$ cat config.mk
export PLATFORM = sky130hd
export DESIGN_NAME = borrow_lookahead_sub_seq
export DESIGN_NICKNAME = d
export VERILOG_FILES = /design/src/rtl/borrow_lookahead_sub_seq.sv
export SDC_FILE = /design/constraint.sdc
export NUM_CORES = 1
export LEC_CHECK = 0
export ABC_AREA = 1
export BUFFER_PORTS_ARGS = -buffer_cell sky130_fd_sc_hd__buf_2
export CAP_MARGIN = 20
export CORE_UTILIZATION = 60
export CTS_BUF_LIST = sky130_fd_sc_hd__clkbuf_4 sky130_fd_sc_hd__clkbuf_8
export DETAILED_ROUTE_END_ITERATION = 7
export GPL_ROUTABILITY_DRIVEN = 0
export PLACE_DENSITY = 0.83
export SYNTH_ARGS = -nofsm -noshare
export SYNTH_HDL_FRONTEND = slang
export SYNTH_SLANG_ARGS = --single-unit
$ cat constraint.sdc
create_clock -name clk -period 6.1 [get_ports clk]
set_input_delay 0.305 -clock clk [delete_from_list [all_inputs] [get_ports clk]]
set_output_delay 0.305 -clock clk [all_outputs]
set_load 0.02 [all_outputs]
$ cat src/rtl/borrow_lookahead_sub_seq.sv
// borrow_lookahead_sub_seq
//   Multi-cycle unsigned subtractor: D = A - B - Bin over WIDTH bits.
//   One 4-bit slice is processed per clock, LSB slice first. Inside each slice
//   the borrow chain is flattened into borrow-lookahead terms, which mirrors
//   the 4-bit carry-lookahead adder but for the subtract direction.
//
//   Optional feature macro: SUB_OVF_FLAG_EN. When it is defined, the OVF port
//   and the signed-overflow logic are included.
//
// Ports
//   clk        in   1      rising-edge clock
//   rst        in   1      asynchronous reset, active-high
//   in_valid   in   1      operands valid
//   in_ready   out  1      operands can be accepted (IDLE only)
//   A          in   WIDTH  minuend
//   B          in   WIDTH  subtrahend
//   Bin        in   1      borrow-in
//   out_valid  out  1      result valid (DONE)
//   out_ready  in   1      consumer takes the result
//   D          out  WIDTH  difference, modulo 2^WIDTH
//   BO         out  1      borrow-out, 1 iff A < B + Bin
//   OVF        out  1      signed overflow (SUB_OVF_FLAG_EN only)
//   dbg_state  out  2      current FSM state (0 IDLE, 1 RUN, 2 DONE)
//
// Handshakes: a transfer happens on a rising edge where valid and ready are
// both high. in_ready is high only in IDLE. out_valid is high only in DONE,
// and D/BO/OVF stay stable until out_ready is seen. Operands are sampled only
// at the accept edge.

module borrow_lookahead_sub_seq #(
  parameter int WIDTH = 16
) (
  input  logic             clk,
  input  logic             rst,
  input  logic             in_valid,
  output logic             in_ready,
  input  logic [WIDTH-1:0] A,
  input  logic [WIDTH-1:0] B,
  input  logic             Bin,
  output logic             out_valid,
  input  logic             out_ready,
  output logic [WIDTH-1:0] D,
  output logic             BO,
`ifdef SUB_OVF_FLAG_EN
  output logic             OVF,
`endif
  output logic [1:0]       dbg_state
);

  localparam int NSLICE = WIDTH / 4;
  localparam int CW     = (NSLICE > 1) ? $clog2(NSLICE) : 1;

  typedef enum logic [1:0] {
    IDLE = 2'd0,
    RUN  = 2'd1,
    DONE = 2'd2
  } state_t;

  state_t           state;
  logic [WIDTH-1:0] a_reg;
  logic [WIDTH-1:0] b_reg;
  logic             bi;
  logic [CW-1:0]    cnt;

  // Current slice operands and lookahead terms.
  logic [3:0] sa;
  logic [3:0] sb;
  logic [3:0] g;
  logic [3:0] p;
  logic [4:0] bc;
  logic [3:0] sd;

  assign dbg_state = state;

  always_comb begin
    sa = a_reg[{cnt, 2'b00} +: 4];
    sb = b_reg[{cnt, 2'b00} +: 4];
    // Generate: this bit borrows by itself (a=0, b=1).
    // Propagate: an incoming borrow passes through (a == b).
    g  = ~sa & sb;
    p  = ~(sa ^ sb);
    bc[0] = bi;
    bc[1] = g[0] | (p[0] & bi);
    bc[2] = g[1] | (p[1] & g[0]) | (p[1] & p[0] & bi);
    bc[3] = g[2] | (p[2] & g[1]) | (p[2] & p[1] & g[0])
          | (p[2] & p[1] & p[0] & bi);
    bc[4] = g[3] | (p[3] & g[2]) | (p[3] & p[2] & g[1])
          | (p[3] & p[2] & p[1] & g[0]) | (p[3] & p[2] & p[1] & p[0] & bi);
    sd = sa ^ sb ^ bc[3:0];
  end

  always_ff @(posedge clk or posedge rst) begin
    if (rst) begin
      state     <= IDLE;
      in_ready  <= 1'b1;
      out_valid <= 1'b0;
      a_reg     <= '0;
      b_reg     <= '0;
      bi        <= 1'b0;
      cnt       <= '0;
      D         <= '0;
      BO        <= 1'b0;
`ifdef SUB_OVF_FLAG_EN
      OVF       <= 1'b0;
`endif
    end else begin
      case (state)
        IDLE: begin
          if (in_valid) begin
            a_reg    <= A;
            b_reg    <= B;
            bi       <= Bin;
            cnt      <= '0;
            in_ready <= 1'b0;
            state    <= RUN;
          end
        end
        RUN: begin
          // D is overwritten slice by slice; upper slices keep the previous
          // result until their turn comes.
          D[{cnt, 2'b00} +: 4] <= sd;
          bi <= bc[4];
          if (cnt == CW'(NSLICE - 1)) begin
            BO        <= bc[4];
`ifdef SUB_OVF_FLAG_EN
            // Signed overflow: borrow into the MSB differs from borrow out.
            OVF       <= bc[3] ^ bc[4];
`endif
            out_valid <= 1'b1;
            state     <= DONE;
          end else begin
            cnt <= cnt + 1'b1;
          end
        end
        DONE: begin
          if (out_ready) begin
            out_valid <= 1'b0;
            in_ready  <= 1'b1;
            state     <= IDLE;
          end
        end
        default: begin
          out_valid <= 1'b0;
          in_ready  <= 1'b1;
          state     <= IDLE;
        end
      endcase
    end
  end

endmodule

==> results.sh <==
export IMPL_wl_um=5492
export IMPL_fillCellCount=353
export IMPL_run_status="finished, final reports clean"
export IMPL_route_detailed_drc=0
export IMPL_die_h_um=70.06
export IMPL_switching_share_pct=47.35
export IMPL_pwr_share_clk_pct=11.3
export IMPL_syn_inst=335
export IMPL_p_int_mw=0.9423
export IMPL_overflow=0
export IMPL_ios=58
export IMPL_ctsRootBufferMaster="clkbuf_8"
export IMPL_finish_instance_area_sq_um=3148
export IMPL_crit_fanout=29
export IMPL_tightest_slew_ns=0.8728
export IMPL_ant_nets=0
export IMPL_fin_skew_ns=0.009230
export IMPL_nNetsFinal=437
export IMPL_fmax_ghz=0.3256
export IMPL_clk_latency_ns=0.31
export IMPL_cts_tree="built"
export IMPL_fin_cells=442
export IMPL_cts_setup_buffers=0
export IMPL_vias=2327
export IMPL_cpPeakStageDelay_ns=0.93
export IMPL_cp_data_arrival_time_ns=3.30
export IMPL_dr_pass1_iters=4
export IMPL_cts_repair_resized=0
export IMPL_rows=24
export IMPL_synthMuxAreaShare_pct=0
export IMPL_slew_headroom_pct=41.81
export IMPL_path_class="flop to flop"
export IMPL_drive_gt1_share_pct=21.79
export IMPL_dp_hpwl_um=3889
export IMPL_synth_yosys_warnings=0
export IMPL_core_area_sq_um=4414
export IMPL_die_area_sq_um=4908
export IMPL_synthXorXnorAreaFrac_pct=0.3152
export IMPL_seq_power_share_pct=36.6
export IMPL_grt_pass1_vias=2333
export IMPL_power_frac_comb_pct=52.1
export IMPL_wl_per_cell_um=12.43
export IMPL_ys_types=32
export IMPL_htree_levels=2
export IMPL_timing_final_hold_violations=0
export IMPL_syn2layout_area_growth_pct=13.28
export IMPL_total_power_mw=1.790
export IMPL_power_leakage_nw=1.747
export IMPL_synth_compound_area_share_pct=9.230
export IMPL_worst_setup_hold_path_clk_slew_ns=0.10
export IMPL_maxSlewViolCount=0
export IMPL_place_area_sq_um=3055
export IMPL_grt_max_degree=57
export IMPL_start_kind="flop"
export IMPL_yosysSeqAreaShare_pct=50.47
export IMPL_synthAdderAreaFrac_pct=5.223
export IMPL_grt_total_usage_pct=25.05
export IMPL_finalSetupViolations=0
export IMPL_tns_ns=0
export IMPL_final_common_cell="nand2_1"
export IMPL_cp_cell_sequence="inv_1 > o21ai_0 > o22ai_1 > fa_1 > xor2_1 > nor2_1 > nand2_1 > o21ai_1"
export IMPL_syn_nets=383
export IMPL_period_share_pct=50.35
export IMPL_io_buffers=57
export IMPL_dp_cells=434
export IMPL_cp_top_family="flip-flops"
export IMPL_layout_common_cells="nand2_1, buf_2, dfrtp_1, o21ai_0, nor2_1"
export IMPL_post_route_min_period_ns=3.071
export IMPL_grt_pass1_wl_um=9853
export IMPL_peakVddDrop_mv=0.2344
export IMPL_routed_via_density=5.265
export IMPL_hold_class="primary input to asynchronous set/reset pin"
export IMPL_grt_setup_unrepaired="no"
export IMPL_synth_simple_area_share_pct=28.19
export IMPL_p_per_area_nw_per_um2=568.6
export IMPL_syn_area_per_cell_sq_um=8.295
export IMPL_crit_required_ns=6.32
export IMPL_start_util_pct=62.95
export IMPL_crit_slowest_cell="dfrtp_1"
export IMPL_grt_antenna_before_repair=0
export IMPL_p_switching_mw=0.8475
export IMPL_netlist_area_sq_um=2779
export IMPL_max_cap_violations=0
export IMPL_cts_made_buffers=5
export IMPL_cts_num_sinks=56
export IMPL_worst_setup_path_end_kind="flop"
export IMPL_drt_initial_drc_count=143
export IMPL_diodes=0
export IMPL_cts_hold_buf=0
export IMPL_die_w_um=70.06
export IMPL_ys_seq_elements=56
export IMPL_synth_top_family_by_area="simple AND/OR/NAND/NOR gates"
export IMPL_cp_buffers_inverters=1
export IMPL_clk_path_buf_depth=2
## worst register-to-register path, cell delays in order, from the launching register on
cell	delay (ns)
dfrtp_1	0.93
inv_1	0.53
o21ai_0	0.34
o22ai_1	0.18
fa_1	0.40
xor2_1	0.17
nor2_1	0.16
nand2_1	0.11
o21ai_1	0.19
## area by class of cell
class	count	area, sq um	area share [%]
Clock buffer	6	82.58	2.623
Clock inverter	2	10.01	0.3180
Inverter	25	101.3	3.219
Multi-Input combinational cell	243	1194	37.92
Sequential cell	56	1403	44.55
Tap cell	52	65.06	2.067
Timing Repair Buffer	58	292.8	9.300
## path summary, 6_finish.rpt
kind                            slack [ns]            to  cells after the start     start
worst max-delay path                  3.03          D[5]                      8    cnt[0]
worst min-delay path                  0.16  dbg_state[1]                      3       rst
worst max register to register        3.03          D[5]                      8    cnt[0]
worst min register to register        0.47      in_ready                      2  in_ready
max in group asynchronous             5.47         D[11]                      3       rst
min in group clk                      0.19     a_reg[12]                      3     A[12]
## power by group through the flow
stage	Combinational [mW]	Sequential (mW)	Clock [mW]
detailed placement	0.924	0.658	0
CTS	0.932	0.654	0.207
finish	0.932	0.655	0.202
floorplan	0.692	0.682	0
global placement	0.894	0.654	0
global route	1.07	0.675	0.221
## Yosys cell counts, drive strengths merged
cell type	n	area share (%)
a21oi	4	0.72
buf	11	2.9
clkinv	3	0.59
dfrtp	55	50
dfstp	1	0.95
fa	1	0.72
ha	10	4.5
inv	22	3.1
nand2	140	19
nand3	7	1.3
nand4	5	1.4
nor2	29	4.7
nor3	1	0.59
nor4	1	0.77
o211ai	1	0.27
o21ai	37	7.1
o22ai	4	0.90
o31ai	1	0.27
or2	1	0.23
xor2	1	0.32
## metal layers
| layer | up-vias | wire (um) | track usage [%] | share of wire [%] |
|---|---|---|---|---|
| met3 | 12 | 203 | 4.762 | 3.7 |
| li1 | 1168 | - | - | - |
| met1 | 1082 | 2525 | 30.54 | 46 |
| met4 | 0 | 81 | 7.556 | 1.5 |
| met2 | 65 | 2682 | 44.87 | 49 |
| met5 | - | 0 | 0 | 0 |
## per-stage QoR
| stage | util [%] | setup WS, ns | hold WS [ns] |
|---|---|---|---|
| after global placement | 69.22 | 3.266 | 0.4571 |
| after CTS | 71.32 | 3.093 | 0.1862 |
| final | 71.32 | 3.029 | 0.1617 |
| after detailed placement | 69.22 | 3.147 | 0.4577 |
| after global routing | 71.32 | 2.714 | 0.1927 |
| after floorplan | - | 3.957 | 0.4146 |
## kinds of logic after synthesis
logic type / count (synthesis)
and+or+nand+nor: 184
DFF: 56
AOI/OAI and AO/OA: 47
buffers and inverters: 36
adders and majority gates: 11
xor gates and xnor gates: 1
(Power assumes the default switching activity.)
